--- config.mk ---
export PLATFORM = sky130hd
export DESIGN_NAME = alu_seq_executor
export DESIGN_NICKNAME = d
export VERILOG_FILES = /design/src/rtl/alu_seq_executor.sv
export SDC_FILE = /design/constraint.sdc
export NUM_CORES = 1
export LEC_CHECK = 0
export ABC_AREA = 0
export BUFFER_PORTS_ARGS = -buffer_cell sky130_fd_sc_hd__buf_2
export CORE_MARGIN = 4
export CORE_UTILIZATION = 40
export CTS_CLUSTER_SIZE = 24
export DETAILED_ROUTE_END_ITERATION = 6
export PLACE_DENSITY = 0.63
export SLEW_MARGIN = 20
export SYNTH_ARGS = -nofsm -noshare
export SYNTH_HDL_FRONTEND = slang
export SYNTH_SLANG_ARGS = --single-unit
--- constraint.sdc ---
create_clock -name clk -period 6.5 [get_ports clk]
set_input_delay 0.65 -clock clk [delete_from_list [all_inputs] [get_ports clk]]
set_output_delay 0.65 -clock clk [all_outputs]
set_load 0.01 [all_outputs]
--- src/rtl/alu_seq_executor.sv ---
// Multi-cycle ALU: one op per start/ready handshake, registered result plus one-cycle done_o pulse.
// Latency: done in cycle 1 for non-shift ops and shift-by-0, cycle n+1 for shift by n; define ALU_BARREL_SHIFT_EN for one-step shifts.
// Backpressure: ready_o is high only in IDLE; start_i is ignored outside IDLE and nothing is re-sampled.
module alu_seq_executor #(
  parameter int DATA_WIDTH = 32
) (
  input  logic                  clk,
  input  logic                  reset,
  input  logic                  start_i,
  input  logic [3:0]            ALU_Operation_i,
  input  logic [DATA_WIDTH-1:0] A_i,
  input  logic [DATA_WIDTH-1:0] B_i,
  output logic                  ready_o,
  output logic                  done_o,
  output logic [DATA_WIDTH-1:0] ALU_Result_o,
  output logic                  Zero_o,
  output logic                  illegal_op_o
);

  localparam logic [3:0] OP_ADD = 4'b0000;
  localparam logic [3:0] OP_SUB = 4'b0001;
  localparam logic [3:0] OP_AND = 4'b0010;
  localparam logic [3:0] OP_OR  = 4'b0011;
  localparam logic [3:0] OP_LUI = 4'b0101;
  localparam logic [3:0] OP_SRL = 4'b0110;
  localparam logic [3:0] OP_SLL = 4'b0111;

  typedef enum logic [1:0] {IDLE, SHIFT, DONE} state_t;

  state_t                state, state_nxt;
  logic                  load_res;
  logic [DATA_WIDTH-1:0] res_nxt;
  logic                  ill_nxt;
  logic [DATA_WIDTH-1:0] calc_res;
  logic                  calc_legal;
  logic                  is_shift;

`ifndef ALU_BARREL_SHIFT_EN
  logic [DATA_WIDTH-1:0] work, work_nxt, work_step;
  logic [4:0]            count, count_nxt;
  logic                  shl, shl_nxt;
`endif

  assign is_shift = (ALU_Operation_i == OP_SRL) || (ALU_Operation_i == OP_SLL);

  // Single-step evaluation at accept; iterative shifts only reach here with amount 0.
  always_comb begin
    calc_res   = '0;
    calc_legal = 1'b1;
    case (ALU_Operation_i)
      OP_ADD: calc_res = A_i + B_i;
      OP_SUB: calc_res = A_i - B_i;
      OP_AND: calc_res = A_i & B_i;
      OP_OR:  calc_res = A_i | B_i;
      OP_LUI: calc_res = B_i << 12;
`ifdef ALU_BARREL_SHIFT_EN
      OP_SRL: calc_res = A_i >> B_i[4:0];
      OP_SLL: calc_res = A_i << B_i[4:0];
`else
      OP_SRL: calc_res = A_i;
      OP_SLL: calc_res = A_i;
`endif
      default: begin
        calc_res   = '0;
        calc_legal = 1'b0;
      end
    endcase
  end

`ifndef ALU_BARREL_SHIFT_EN
  assign work_step = shl ? (work << 1) : (work >> 1);
`endif

  always_comb begin
    state_nxt = state;
    load_res  = 1'b0;
    res_nxt   = calc_res;
    ill_nxt   = ~calc_legal;
`ifndef ALU_BARREL_SHIFT_EN
    work_nxt  = work;
    count_nxt = count;
    shl_nxt   = shl;
`endif
    case (state)
      IDLE: begin
        if (start_i) begin
`ifndef ALU_BARREL_SHIFT_EN
          if (is_shift && (B_i[4:0] != 5'd0)) begin
            state_nxt = SHIFT;
            work_nxt  = A_i;
            count_nxt = B_i[4:0];
            shl_nxt   = (ALU_Operation_i == OP_SLL);
          end else begin
            state_nxt = DONE;
            load_res  = 1'b1;
          end
`else
          state_nxt = DONE;
          load_res  = 1'b1;
`endif
        end
      end
`ifndef ALU_BARREL_SHIFT_EN
      SHIFT: begin
        work_nxt  = work_step;
        count_nxt = count - 5'd1;
        // count==1 means this step produces the final shifted value
        if (count == 5'd1) begin
          res_nxt   = work_step;
          ill_nxt   = 1'b0;
          load_res  = 1'b1;
          state_nxt = DONE;
        end
      end
`endif
      DONE:    state_nxt = IDLE;
      default: state_nxt = IDLE;
    endcase
  end

  always_ff @(posedge clk or negedge reset) begin
    if (!reset) state <= IDLE;
    else        state <= state_nxt;
  end

  always_ff @(posedge clk or negedge reset) begin
    if (!reset) begin
      ALU_Result_o <= '0;
      Zero_o       <= 1'b1;
      illegal_op_o <= 1'b0;
`ifndef ALU_BARREL_SHIFT_EN
      work         <= '0;
      count        <= 5'd0;
      shl          <= 1'b0;
`endif
    end else begin
      if (load_res) begin
        ALU_Result_o <= res_nxt;
        Zero_o       <= (res_nxt == '0);
        illegal_op_o <= ill_nxt;
      end
`ifndef ALU_BARREL_SHIFT_EN
      work  <= work_nxt;
      count <= count_nxt;
      shl   <= shl_nxt;
`endif
    end
  end

  assign ready_o = (state == IDLE);
  assign done_o  = (state == DONE);

endmodule

==> summary.md, run 1 <==
| Metric | Value |
|---|---|
| Slowest-stage cell, CP | or4_4 |
| Routed vias/inst | slightly above 6 |
| Largest net degree at the start of global routing | 69 |
| Max incr delay on CP | 0.46 ns |
| Yosys reg bits | between 70 and 80 |
| Setup ws final | 1.11 ns |
| Placed cells | 1271 |
| Synth Instances | 979 |
| Fillers | 1797 |
| Worst setup path class | in -> reg |
| Avg Inst Size Synth | roughly 7.6 µm² |
| Drt total wl | around 27000 µm |
| Max Freq | 0.186 GHz |
| VDD IR max | 0.110 mV |
| Worst-Skew Late Latency | 0.34 ns |
| Status | complete, no violations |
| Synthesized Nets | 1088 |
| Worst-margin pin slew | 1.07 ns |
| Vias in the first global route | 7132 |
| Register-to-register setup slack | 2.42 ns |
| Syn. warnings | 0 |
| Critical Path, Cell by Cell | buf_2 > or3_4 > or4_4 > nor3b_4 > nand2_2 > or4_4 > o41ai_1 > xor2_1 > ha_1 > nand2_1 > o21a_1 > inv_1 > or3_1 > o221ai_1 > a21oi_1 > or3_1 > a31oi_1 > nand3_1 > nor4_1 > a32o_1 |
| Hold_buf cts | 0 |
| CP Data Arrival Time | between 5 and 6 ns |
| Post-cts resize count | 0 |
| Most frequent cells in the layout | o21ai_0 (122), a21oi_1 (115), buf_2 (105), nor2_1 (98), nand2_1 (91) |
| Data required time of the worst path | 6.78 ns |
| Row count | 49 |
| CTS Buf Count | 9 |
| Total grt overflow | 0 |
| Min-Delay Path Class | in -> async |
| Io pins | approximately 110 |
| First-pass GRT wire length | between 40000 and 50000 µm |
| Drt initial violations | between 800 and 900 |
| MaxCap Viol Count | 0 |
| Total GRT Usage | 26.0% |
| Slew HR | 28.6% |
| Number of port buffers | 106 |
| Clock sink count | 74 |
| Clk_skew | 0.00876 ns |
| CTS tree | yes |
| Fin util | 46.9% |
| Final non-filler cell total | ~1.3k |
| Leading cell type in the layout, fill and taps excluded | o21ai_0 |
| Largest family of logic cells by synthesized area | compound AO/OA/AOI/OAI gates |
| Initial antenna violation count | 0 |
| Setup bufs post-CTS | 0 |
| Register area share after synthesis | 25.0% |
| Clk root buf | clkbuf_16 |
| Unrepaired setup endpoints after global routing | false |
| Post-synth cell types | 74 |
| EDFF count, synth | 0 |
| Compound-Gate Fraction of Synth Area | 29.6% |
| Initial core utilization | 40.9% |
| # setup viols final | 0 |
| Post-Synth Adder-Cell Area | 6.52% |
| Final GP Congestion | about 0.99 |
| Final Hold Fails | 0 |
| Post-DP HPWL | 21100 µm |
| Power Dens Cells | 291 nW/µm² |
| Final Power | 2.46 mW |
| ANT nets after route | 0 |
| DIE AREA | 20700 µm² |
| Ratio of cells with drive above 1 in the final layout | 16.9% |
| Max clock buf depth | 2 |
| Buf+Inv Stages, Crit Path | 2 |
| Top Family by Delay on Critical Path | simple AND/OR/NAND/NOR gates |
| DIE WIDTH | 144 µm |
| Xor and xnor fraction of the mapped netlist area | 5.07% |
| Post-Synth Simple-Gate Area | 20.9% |
| Die H | roughly 140 µm |
| Core ar. | 18100 µm² |
| Max-slew violations | 0 |
| Pre-CTS setup slack | about 0.87 ns |
| P&R area growth vs syn | 14.5% |
| Asr flop ratio synth | 100% |
| Crit Path Max Fanout | 11 |
| Startpoint types | primary input |
| Final period demand of the worst path | 5.39 ns |
| Mux cell area share after synthesis | between 8 and 9% |
| Synth Cell Area | 7400 µm² |
| Leak pwr | 3.76 nW |
| CP endpoint kind | flip-flop |
| Drc violations | 0 |
| Tcrit/Tclk final | between 80% and 90% |
| Setup tns final | 0 ns |
| First-pass iteration count of the detailed router | 5 |
| Antenna cells | 0 |
| Reg clk slew, reported paths | 0.06 ns |
| Htree depth | 3 |
| Fin nets | between 1k and 1.5k |
| Drt wl/cell | 21.1 µm |
| Post-synth top flop | dfrtp_1 |
| Via count | roughly 8.0k |
-- area by class of cell --
cell class | instances | area [µm²] | area share (%)
inverters | 27 | 101 | 1.20
multi-input cells | 820 | 5250 | 61.9
flip-flops and latches | 74 | 1850 | 21.9
well taps | 229 | 287 | 3.38
repair buffers | 121 | 646 | 7.62
clock inverters | 6 | 113 | 1.33
clock buffers | 10 | 229 | 2.70
-- kinds of logic (layout without fill, tap and decap cells) --
family,Yosys count,after routing
DFF,74,74
xor gates and xnor gates,42,42
and+or+nand+nor,319,319
AOI/OAI and AO/OA,362,362
adders and majority gates,38,38
muxes,59,59
buffers and inverters,85,164
-- through the flow --
stage	hold slack (ns)	instance area (µm²)
detailed placement	0.470	8130
CTS	0.105	8470
global placement	0.470	8130
finish	0.113	8470
global route	0.106	8470
floorplan	0.354	7400
-- routing by layer --
metal,vias to the layer above,global-route usage (%),routed length (µm)
li1,3747,-,-
met1,3722,41.1,12600
met2,443,35.7,11100
met3,53,4.27,2730
met4,0,7.68,777
met5,-,0,0
-- worst reg2reg max path, stage by stage (launching register included) --
cell and delay (ns):
dfrtp_1 0.40, inv_1 0.08, ha_1 0.15, nor4b_1 0.70, nand2_1 0.11, buf_4 0.26, nand2_1 0.59, a211o_1 0.18
nand3_1 0.24, a311oi_1 0.31, nand4_1 0.21, nor2_1 0.17, nand3_1 0.10, nor4_1 0.31, a32o_1 0.21
-- synth_stat cells (all sizes together), types with 3 or more instances --
master	count	share of area (%)
or3	12	1.1
a211oi	12	1.2
nor3b	5	0.81
nand3	14	0.95
a22oi	4	0.41
a21o	9	0.91
o21ai	122	8.2
o31ai	16	1.6
buf	12	0.69
xnor2	19	2.3
a221oi	7	0.83
a21boi	4	0.41
o21a	12	1.2
inv	26	1.3
nand2b	7	0.59
nor4	8	0.68
xor2	23	2.7
o211ai	4	0.41
or4	3	0.41
nor2b	31	2.6
nand2	93	4.7
o221ai	8	0.95
nand4	13	1.1
clkbuf	46	2.3
a31oi	12	1.0
mux2i	32	4.3
and2	6	0.51
o41ai	3	0.35
nor3	17	1.1
nor2	99	5.0
dfrtp	73	25
a21oi	115	7.8
o31a	3	0.35
a211o	5	0.59
ha	37	6.3
mux2	27	4.1
o211a	3	0.41
-- flip-flops by register name, summed over array words and instances (netlist names) --
name / flops
ALU_Result_o: 32
work: 32
count: 5
state: 2
Zero_o: 1
illegal_op_o: 1
shl: 1
-- path summary, 6_finish.rpt --
path,start,endpoint,cells past startpoint
max in group asynchronous,reset,ALU_Result_o[15],2
setup reg to reg,count[1],Zero_o,14
min in group clk,ALU_Result_o[2],ALU_Result_o[2],2
setup / recovery,B_i[2],Zero_o,20
hold / removal,reset,count[3],1
hold reg to reg,ALU_Result_o[2],ALU_Result_o[2],2
-- power breakdown --
group | internal [mW] | leakage (nW) | total [mW] | switching [mW]
logic | 0.447 | 2.70 | 1.09 | 0.640
clock network | 0.378 | 0.167 | 0.587 | 0.209
registers | 0.653 | 0.892 | 0.790 | 0.137
(Power assumes the default switching activity.)
==> run 2, diff against run 1 <==
--- a/config.mk
+++ b/config.mk
@@ -5,7 +5,7 @@
 export SDC_FILE = /design/constraint.sdc
 export NUM_CORES = 1
 export LEC_CHECK = 0
-export ABC_AREA = 0
+export ABC_AREA = 1
 export BUFFER_PORTS_ARGS = -buffer_cell sky130_fd_sc_hd__buf_2
 export CORE_MARGIN = 4
 export CORE_UTILIZATION = 40
==> constraint.sdc (replaced) <==
create_clock -name clk -period 5.06 [get_ports clk]
set_input_delay 0.506 -clock clk [delete_from_list [all_inputs] [get_ports clk]]
set_output_delay 0.506 -clock clk [all_outputs]
set_load 0.01 [all_outputs]
==> summary.md, run 2 <==
| Metric | Value |
|---|---|
| Status | complete, no violations |
| Syn. warnings | 0 |
| Clk_skew | roughly 0.0085 ns |
| Top cell type by total area after synthesis | dfrtp_1 |
| Most frequent cells in the layout | nand2_1 (465), inv_1 (226), nor2_1 (149), buf_2 (105), o21ai_0 (102) |
| Largest regs | ALU_Result_o x32, work x32, count x5 |
| Setup tns final | 0 ns |
| Worst-margin pin slew | 0.938 ns |
| Vias in the first global route | 8568 |
| Top Family by Delay on Critical Path | simple AND/OR/NAND/NOR gates |
| Synthesized Nets | 1551 |
| Clk root buf | clkbuf_16 |
| First-pass iteration count of the detailed router | 6 |
| CP endpoint kind | flip-flop |
| Antenna cells | 0 |
| Crit path top cell by count | nand2_1 |
| Number of port buffers | 106 |
| VDD IR max | 0.133 mV |
| CTS tree | yes |
| DIE WIDTH | between 150 and 200 µm |
| Fillers | 2263 |
| Count leader, synth | nand2_1 |
| Routed vias/inst | 5.33 |
| Leak pwr | 5.20 nW |
| Drt total wl | 29800 µm |
| Asr flop ratio synth | between 90% and 100% |
| Drc violations | 0 |
| Post-DP HPWL | 24300 µm |
| Drt initial violations | 984 |
| EDFF count, synth | 0 |
| CP Data Arrival Time | 4.49 ns |
| MaxCap Viol Count | 0 |
| Synth Cell Area | 8390 µm² |
| Max incr delay on CP | 0.39 ns |
| Post-Synth Adder-Cell Area | 5.76% |
| Final period demand of the worst path | ~4.2 ns |
| Reg clk slew, reported paths | ~0.060 ns |
| Buf+Inv Stages, Crit Path | 3 |
| Htree depth | 3 |
| Yosys reg bits | between 70 and 80 |
| Setup bufs post-CTS | 0 |
| Xor and xnor fraction of the mapped netlist area | 2.92% |
| Synth Instances | 1442 |
| Capture point of the worst reg-to-reg path | Zero_o |
| Via count | 9569 |
| Total grt overflow | 0 |
| Setup ws final | 0.848 ns |
| Crit Reg-Reg Startpoint | state[1] |
| Max clock buf depth | 2 |
| Register-to-register setup slack | 2.16 ns |
| DIE AREA | around 23000 µm² |
| Ratio of cells with drive above 1 in the final layout | 11.2% |
| Data required time of the worst path | 5.34 ns |
| Fin nets | 1630 |
| Startpoint types | primary input |
| Die H | approximately 150 µm |
| Post-synth top flop | dfrtp_1 |
| Drt wl/cell | ~17 µm |
| Core ar. | 20400 µm² |
| Compound-Gate Fraction of Synth Area | approximately 17% |
| Post-synth top area share | 21.8% |
| Total GRT Usage | 24.8% |
| Slew HR | 37.5% |
| CTS Buf Count | 9 |
| Pre-CTS setup slack | 0.535 ns |
| Final Hold Fails | 0 |
| Max Freq | 0.237 GHz |
| Row count | 52 |
| Initial core utilization | about two fifths |
| Slowest-stage cell, CP | ha_1 |
| Worst setup path class | in -> reg |
| Most common library cells after synthesis | nand2_1 (465), inv_1 (226), nor2_1 (150) |
| Power Dens Cells | 315 nW/µm² |
| Avg Inst Size Synth | 5.82 µm² |
| Worst-Skew Late Latency | 0.34 ns |
| Unrepaired setup endpoints after global routing | false |
| Mux cell area share after synthesis | 0% |
| Register area share after synthesis | 22.1% |
| Post-cts resize count | 0 |
| Post-Synth Simple-Gate Area | around two fifths |
| Crit Path Max Fanout | 5 |
| Largest family of logic cells by synthesized area | simple AND/OR/NAND/NOR gates |
| Leading cell type in the layout, fill and taps excluded | nand2_1 |
| Max-slew violations | 0 |
| First-pass GRT wire length | 46400 µm |
| Initial antenna violation count | 0 |
| ANT nets after route | 0 |
| Final GP Congestion | between 0.9 and 1 |
| Worst r2r path cells | 14 |
| Hold_buf cts | 0 |
| Synth area leaders | dfrtp_1 (22%), nand2_1 (21%), inv_1 (10%) |
| P&R area growth vs syn | 11.6% |
| Io pins | 107 |
| Largest net degree at the start of global routing | 75 |
| # setup viols final | 0 |
| Tcrit/Tclk final | 83.2% |
| Min-Delay Path Class | in -> async |
| Post-synth cell types | 47 |
| Clock sink count | 74 |
run 2: metrics by stage:
step                      total power [mW]  instance area (µm²)  instances  utilization, %  hold WS (ns)
final                                 2.95                 9360       1796            45.8         0.291
after global routing                  3.20                 9360       1796            45.8         0.377
after CTS                             2.95                 9360       1796            45.8         0.343
after detailed placement              2.33                 9070       1780            44.4         0.467
after global placement                2.32                 9070       1780            44.4         0.461
after floorplan                       1.91                 8390       1442               -         0.210
run 2: layout make-up:
cell class | instances | area [µm²] | area share, %
multi-input cells | 1086 | 5410 | 57.8
well taps | 270 | 338 | 3.61
inverters | 237 | 891 | 9.52
clock buffers | 15 | 278 | 2.97
flip-flops and latches | 74 | 1850 | 19.8
clock inverters | 1 | 7.51 | 0.0802
repair buffers | 113 | 586 | 6.26
run 2: per-layer routing:
layer / routed length (µm) / global-route usage [%]
met1: 13600 / 36.3
met2: 13000 / 37.6
met3: 2360 / 3.28
met4: 890 / 8.87
met5: 0 / 0
run 2: kinds of logic (layout without fill, tap and decap cells):
| logic type | count (synthesis) | count (layout) |
|---|---|---|
| xor+xnor | 28 | 28 |
| compound gates | 249 | 249 |
| fa+ha+maj | 38 | 38 |
| buf+inv | 282 | 366 |
| flops | 74 | 74 |
| simple gates | 771 | 771 |
run 2: how the worst max path moves through the flow:
stage | start | end | depth (start not counted)
2_1_floorplan | B_i[1] | Zero_o | 27
3_3_place_gp | B_i[1] | Zero_o | 28
3_5_place_dp | B_i[1] | Zero_o | 28
4_1_cts | B_i[1] | Zero_o | 28
5_1_grt | B_i[0] | Zero_o | 28
6_report | B_i[0] | Zero_o | 27
run 2: worst reg2reg max path, stage by stage, from the launching register on:
cell and delay, ns:
dfrtp_1 0.40, nor2_4 0.11, buf_4 0.36, nand2_2 0.30
nand2_2 0.66, nand2_1 0.10, a21oi_1 0.19, nand2_1 0.08
nor2_1 0.11, nand3_1 0.10, nor2_1 0.14, nand3_1 0.09
nor2_1 0.09, nand3_1 0.07, nand2_1 0.06
run 2: power breakdown:
group          switching [mW]  internal [mW]
Sequential              0.135          0.827
Combinational           0.930          0.455
Clock                   0.231          0.373
Total                    1.30           1.65
